`config.mk`:
```
export PLATFORM = sky130hd
export DESIGN_NAME = btn_event_arb
export DESIGN_NICKNAME = d
export VERILOG_FILES = /design/src/rtl/btn_event_arb.sv
export SDC_FILE = /design/constraint.sdc
export NUM_CORES = 1
export LEC_CHECK = 0
export CAP_MARGIN = 30
export CORE_UTILIZATION = 41
export CTS_CLUSTER_DIAMETER = 120
export CTS_CLUSTER_SIZE = 40
export DETAILED_ROUTE_END_ITERATION = 16
export PLACE_DENSITY = 0.59
export SYNTH_ARGS = -nofsm -noshare
export SYNTH_HDL_FRONTEND = slang
export SYNTH_SLANG_ARGS = --single-unit
```
`constraint.sdc`:
```
create_clock -name clk -period 2.55 [get_ports clk]
set_clock_uncertainty 0.2 [all_clocks]
set_input_delay 0.765 -clock clk [delete_from_list [all_inputs] [get_ports clk]]
set_output_delay 0.765 -clock clk [all_outputs]
set_load 0.03 [all_outputs]
```
`src/rtl/btn_event_arb.sv`:
```
// Push-button front end: shared sample tick, two-stage sampling, press detection,
// one pending event per button and round-robin hand-off over a valid/ready port.
module btn_event_arb #(
  parameter int unsigned N_BTN    = 4,
  parameter int unsigned DIV_BITS = 20,
  parameter int unsigned ID_W     = 2
) (
  input  logic             clk,
  input  logic             i_arst_n,
  input  logic [N_BTN-1:0] i_bin,
  output logic             o_tick,
  output logic             o_valid,
  output logic [ID_W-1:0]  o_id,
  input  logic             i_ready,
  output logic [N_BTN-1:0] o_overrun,
  input  logic             i_clr_ovr
);

  localparam logic [ID_W:0] NBtnW = (ID_W+1)'(N_BTN);

  logic [DIV_BITS-1:0] cnt_q, cnt_d;
  logic                tick_q, tick_d;
  logic [N_BTN-1:0]    s0_q, s1_q;
  logic                primed_q;
  logic                samp_q;
  logic [N_BTN-1:0]    press_q, press_d;
  logic [N_BTN-1:0]    pend_q, pend_d;
  logic [N_BTN-1:0]    ovr_q, ovr_d;
  logic [ID_W-1:0]     rr_q, rr_d;
  logic                valid_q, valid_d;
  logic [ID_W-1:0]     id_q, id_d;

  logic                loadable;
  logic                gnt_found;
  logic [ID_W-1:0]     gnt_idx;
  logic [ID_W:0]       cand;
  logic [ID_W:0]       gnt_nxt;
  logic [N_BTN-1:0]    clr_mask;

  // Tick is registered so it is high exactly while the counter holds all-ones.
  always_comb begin
    cnt_d  = cnt_q + DIV_BITS'(1);
    tick_d = &cnt_d;
  end

  // A press is a sampled high-to-low transition, looked at once per tick.
  always_comb begin
    press_d = samp_q ? (s1_q & ~s0_q) : '0;
  end

  // Round-robin search upward from rr_q, wrapping at N_BTN.
  always_comb begin
    gnt_found = 1'b0;
    gnt_idx   = '0;
    cand      = '0;
    for (int k = 0; k < N_BTN; k++) begin
      cand = {1'b0, rr_q} + (ID_W+1)'(k);
      if (cand >= NBtnW) begin
        cand = cand - NBtnW;
      end
      if (!gnt_found && pend_q[cand[ID_W-1:0]]) begin
        gnt_found = 1'b1;
        gnt_idx   = cand[ID_W-1:0];
      end
    end
  end

  always_comb begin
    loadable = ~valid_q | i_ready;
    gnt_nxt  = {1'b0, gnt_idx} + (ID_W+1)'(1);
    clr_mask = (loadable && gnt_found) ? (N_BTN'(1) << gnt_idx) : '0;

    // A new press on the bit being granted this edge re-arms it; set wins.
    pend_d = (pend_q & ~clr_mask) | press_q;
    ovr_d  = (i_clr_ovr ? '0 : ovr_q) | (press_q & pend_q & ~clr_mask);

    valid_d = valid_q;
    id_d    = id_q;
    rr_d    = rr_q;
    if (loadable) begin
      valid_d = gnt_found;
      if (gnt_found) begin
        id_d = gnt_idx;
        rr_d = (gnt_nxt == NBtnW) ? '0 : gnt_nxt[ID_W-1:0];
      end
    end
  end

  always_ff @(posedge clk or negedge i_arst_n) begin
    if (!i_arst_n) begin
      cnt_q    <= '0;
      tick_q   <= 1'b0;
      s0_q     <= '1;
      s1_q     <= '1;
      primed_q <= 1'b0;
      samp_q   <= 1'b0;
      press_q  <= '0;
      pend_q   <= '0;
      ovr_q    <= '0;
      rr_q     <= '0;
      valid_q  <= 1'b0;
      id_q     <= '0;
    end else begin
      cnt_q  <= cnt_d;
      tick_q <= tick_d;
      if (tick_q) begin
        s0_q     <= i_bin;
        s1_q     <= s0_q;
        primed_q <= 1'b1;
      end
      // The first sample after reset only seeds history, so a button held
      // through reset does not look like a fresh press.
      samp_q  <= tick_q & primed_q;
      press_q <= press_d;
      pend_q  <= pend_d;
      ovr_q   <= ovr_d;
      rr_q    <= rr_d;
      valid_q <= valid_d;
      id_q    <= id_d;
    end
  end

  assign o_tick    = tick_q;
  assign o_valid   = valid_q;
  assign o_id      = id_q;
  assign o_overrun = ovr_q;

endmodule

```
* Word-level counts from Yosys, hierarchy flattened
Index checks and enable logic that the tools add are counted.
** Word-level totals
- Word-level logic and storage cells :: 75
- Register bits :: 48
- Bits of input ports :: 8
- Output and inout bits :: 8
** Cells by class
- $lt $le $gt $ge :: 8
- Reductions and logical operators :: 9
- Shift operators :: 1
- Multiplexer cells :: 24
- Bitwise operators :: 11
- Equality and inequality tests :: 1
- $add $sub $neg :: 9
** Operators by type and width (number)
- $add A20 B1 Y20 const B :: 1
- $reduce_and A20 Y1 :: 1
- $mux W2 :: 9
- $and A4 B4 Y4 :: 4
- $lt A2 B3 Y1 const B :: 4
- $mux W4 :: 3
- $ge A3 B3 Y1 const B :: 3
- $bmux W1 S2 :: 4
- $mux W1 :: 8
- $not A4 Y4 :: 2
- $or A4 B4 Y4 :: 2
- $sub A2 B1 Y2 const B :: 4
- $add A2 B1 Y3 const B :: 2
- $add A2 B2 Y3 const B :: 2
- $logic_and A1 B1 Y1 :: 4
- $shl A1 B2 Y4 const A :: 1
- $eq A3 B3 Y1 const B :: 1
- $ge A2 B3 Y1 const B :: 1
- $logic_not A1 Y1 :: 3
- $reduce_and A2 Y1 :: 1
- $and A1 B1 Y1 :: 1
- $not A1 Y1 :: 1
- $or A1 B1 Y1 :: 1

* Logic depth before layout (Yosys ltp)
- Depth in word-level cells :: 19
- Mapped depth :: 9
- Mapped depth without buffers :: 9

* Worst setup path after synthesis
No wires, ideal clock.
- Path type :: register to register
- Start point :: register cnt_q[0]
- End point :: register tick_q (netlist: o_tick)
- Arrival time :: 1.667 ns
- Setup time :: 0.120 ns
- Cell stages (with the launch flop) :: 7
- Clock period less this slack :: 1.988 ns
- Slack :: 0.562 ns
- Path through :: dfrtp_1 -> ha_1 -> nand4_1 -> or3_4 -> xnor2_2 -> and4bb_1 -> and4_1
** Between the ends
- Longest elaborated chain between the ends :: 2
** Ends and longest elaborated chain
- from (decl) :: line 21 : logic [DIV_BITS-1:0] cnt_q, cnt_d;
- from (signal assigned) :: line 104 : cnt_q <= cnt_d;
- $add A20 B1 Y20 :: line 42 : cnt_d = cnt_q + DIV_BITS'(1);
- net cnt_d[10] :: line 21
- $reduce_and A20 Y1 :: line 43 : tick_d = &cnt_d;
- net tick_d :: line 22 : logic tick_q, tick_d;
- to (signal assigned) :: line 105 : tick_q <= tick_d;
- to (decl) :: line 22
The timed path passes the listed nets, and every way through them passes these cells.
A chain may end at the register's enable or synchronous reset.

* Final worst setup path
- Start point :: register valid_q (netlist: o_valid)
- End point :: output port o_valid
** RTL lines
- from (decl) :: line 30 : logic valid_q, valid_d;
- from (signal assigned) :: line 118 : valid_q <= valid_d;
- to (decl) :: line 12 : output logic o_valid,
No word-level cell between the ends.

==> flow_metrics.py <==
metrics = {
    "yosys": {
        "ys_async_sr_fraction": 1.00,
        "synth-edff-count": 0,
        "yosysMostFrequentCell": "dfrtp_1",
        "syn-num-nets": 216,
        "ys_warn_count": 0,
        "synthSimpleGateAreaFrac": 0.188,
        "ys_top_cells_by_count": "dfrtp_1 (40), nand2_1 (20), inv_1 (15)",
        "synth_top_family_by_area": "simple AND/OR/NAND/NOR gates",
        "synth_top_area_frac": 0.449,
        "muxShareOfSynthArea": 0.0550,
        "yosysSeqAreaShare": 0.544,
        "synthesis.area_sq_um": 2230,
        "yosysUniqueCellTypes": 45,
        "synthCells": 202,
        "synthAdderAreaFrac": 0.0337,
        "synth_flop_cell": "dfrtp_1",
        "synth.avg_cell_area_sq_um": 11.0,
        "synth_compound_area_frac": 0.0792,
        "synth_top_cell_by_area": "dfrtp_1",
        "ys_ff_latch": 48,
        "synth_area_leaders": "dfrtp_1 (45%), dfstp_2 (9.4%), xnor2_1 (4.3%)",
        "synth_xor_area_frac": 0.0623,
    },
    "cts": {
        "cts_made_buffers": 5,
        "clock-sinks": 48,
        "tritoncts": "built",
        "clock_latency_ns": 0.29,
        "cts.clk_slew.worst_paths_ns": 0.09,
        "post_cts_buffers": 0,
        "htree_levels": 2,
        "cts.repair.resized": 0,
        "clockBufferDepth": 2,
        "cts_hold_buf": 0,
        "root_buffer": "clkbuf_8",
    },
    "sta": {
        "drv_slew": 0,
        "fmax_ghz": 0.435,
        "period_needed_ns": 2.30,
        "fin_crit_sh": 0.903,
        "relSlewSlack": 0.602,
        "hold_ws_ns": 0.240,
        "worst_pin_slew_ns": 0.593,
        "rsz0062_at_grt": "no",
        "tns_ns": 0,
        "setup_viol": 0,
        "hold_viol_final": 0,
    },
    "worst_setup_path": {
        "crit_path_max_incr_delay_ns": 0.68,
        "r2r-end": "rr_q[1]",
        "worstSetupPathType": "reg2out",
        "r2r_cells": 5,
        "path_buf_inv": 1,
        "end_kind": "output port",
        "worstPathCellList": "clkdlybuf4s50_1",
        "worstReg2RegStart": "rr_q[1]",
        "start_kind": "flop",
        "cp.required_ns": 1.59,
        "rrSetupSlack_ns": 0.41,
        "path_delay_family": "buffers and inverters",
        "cp_slowest_cell": "clkdlybuf4s50_1",
        "crit_fanout": 3,
        "cp_data_arrival_time_ns": 1.34,
    },
    "final_layout": {
        "layout-drive-gt1-share": 0.165,
        "postLayoutCoreUtil": 0.504,
        "antennaDiodeCount": 0,
        "stdcell_count": 294,
        "syn_to_final_growth_pct": 17.0,
        "layout.nets": 237,
    },
    "global_routing": {
        "busiest_layer": "met2",
        "grt_usage": 0.149,
        "use_met3": 0.0397,
        "antenna_found_initial": 0,
        "use_met1": 0.213,
        "grt_max_degree": 49,
        "grt_util_met2": 0.216,
        "grt_pass1_wl_mm": 6.24,
        "grt_pass1_vias": 1326,
        "grt-ovfl-total": 0,
    },
    "die": {
        "rows": 26,
        "initial_core_util": 0.431,
        "dieArea_sq_um": 5730,
        "coreArea_sq_um": 5170,
        "die_w_microns": 75.7,
        "io-pin-count": 16,
        "die_y_microns": 75.7,
    },
    "power_and_ir_drop": {
        "irDropWorstVdd_v": 0.000343,
        "p_leak_nw": 1.17,
        "cellPowerDensity_nw_per_um2": 547,
    },
    "status": {
        "status": "finished, final reports clean",
    },
    "drt": {
        "drtAntennaViolNets": 0,
        "num_vias": 1451,
        "initialDrtViolationCount": 56,
        "drc": 0,
        "firstDrtPassIters": 4,
        "viasPerCell": 4.94,
        "routedWlPerCell_microns": 12.8,
        "wl_mm": 3.76,
    },
    "placement": {
        "port_buffers": 15,
        "dp_cells": 286,
        "routabilityCongestion": 0.809,
        "dp_hpwl_mm": 2.60,
    },
    "hold_path": {
        "hold_path_class": "in2async",
    },
    "run": {
        "drv_cap": 0,
    },
}
cell usage in the layout (no fill, tap or decap), types with 4 or more instances in the layout:
cell             instances
a21oi_1                  7
dfrtp_1                 40
ha_1                     6
inv_1                   15
nor2_1                   8
mux2_2                   8
nor4_1                   4
o21ai_0                  8
nand2_1                 20
clkdlybuf4s50_1         14
dfstp_2                  8
nor3_1                   4
a21o_1                   4
clkbuf_8                 5
xnor2_1                 11
nand3_1                 12
per-stage QoR:
step	power (W)	setup WS [ns]	instance area, sq um
finish	0.00143	0.249	2610
global route	0.00148	0.178	2610
CTS	0.00145	0.229	2610
detailed placement	0.000806	0.340	2470
global placement	0.000806	0.345	2470
floorplan	0.000776	0.563	2230
layer usage:
metal,share of wire,routed length (microns)
met3,0.027,103
met4,0.014,51
met5,0,0
met2,0.45,1690
met1,0.51,1920
cells by family after synthesis:
logic type | count (synthesis)
mux | 11
buf+inv | 20
xor+xnor | 15
compound gates | 29
simple gates | 73
flops | 48
fa+ha+maj | 6
registers in the layout (all words and copies together), names as in the netlist:
| register | flops |
|---|---|
| press_q | 4 |
| o_valid | 1 |
| o_tick | 1 |
| samp_q | 1 |
| cnt_q | 20 |
| o_overrun | 4 |
| o_id | 2 |
| pend_q | 4 |
| primed_q | 1 |
| rr_q | 2 |
| s0_q | 4 |
| s1_q | 4 |
where the power goes:
part / switching, W / internal (W) / total, W
sequential: 0.000000000000000000125 / 0.000761 / 0.000761
combinational: 0.0000164 / 0.0000119 / 0.0000284
clock: 0.000245 / 0.000392 / 0.000637
worst max-delay path by stage:
stage               cells past startpoint      from  slack (ns)      end
floorplan                               6  cnt_q[0]        0.56   o_tick
global placement                        5   i_ready        0.35  rr_q[1]
detailed placement                      5   i_ready        0.34  o_id[1]
CTS                                     1   o_valid        0.23  o_valid
global route                            1   o_valid        0.18  o_valid
finish                                  1   o_valid        0.25  o_valid
area by class of cell:
cell class	count	area, sq um
Fill cell	452	2560
Clock buffer	6	72.6
Timing Repair Buffer	19	188
Clock inverter	2	60.1
Inverter	15	56.3
Sequential cell	48	1210
Tap cell	70	87.6
Multi-Input combinational cell	134	932
Note: power is estimated with default switching activity, not from simulation.
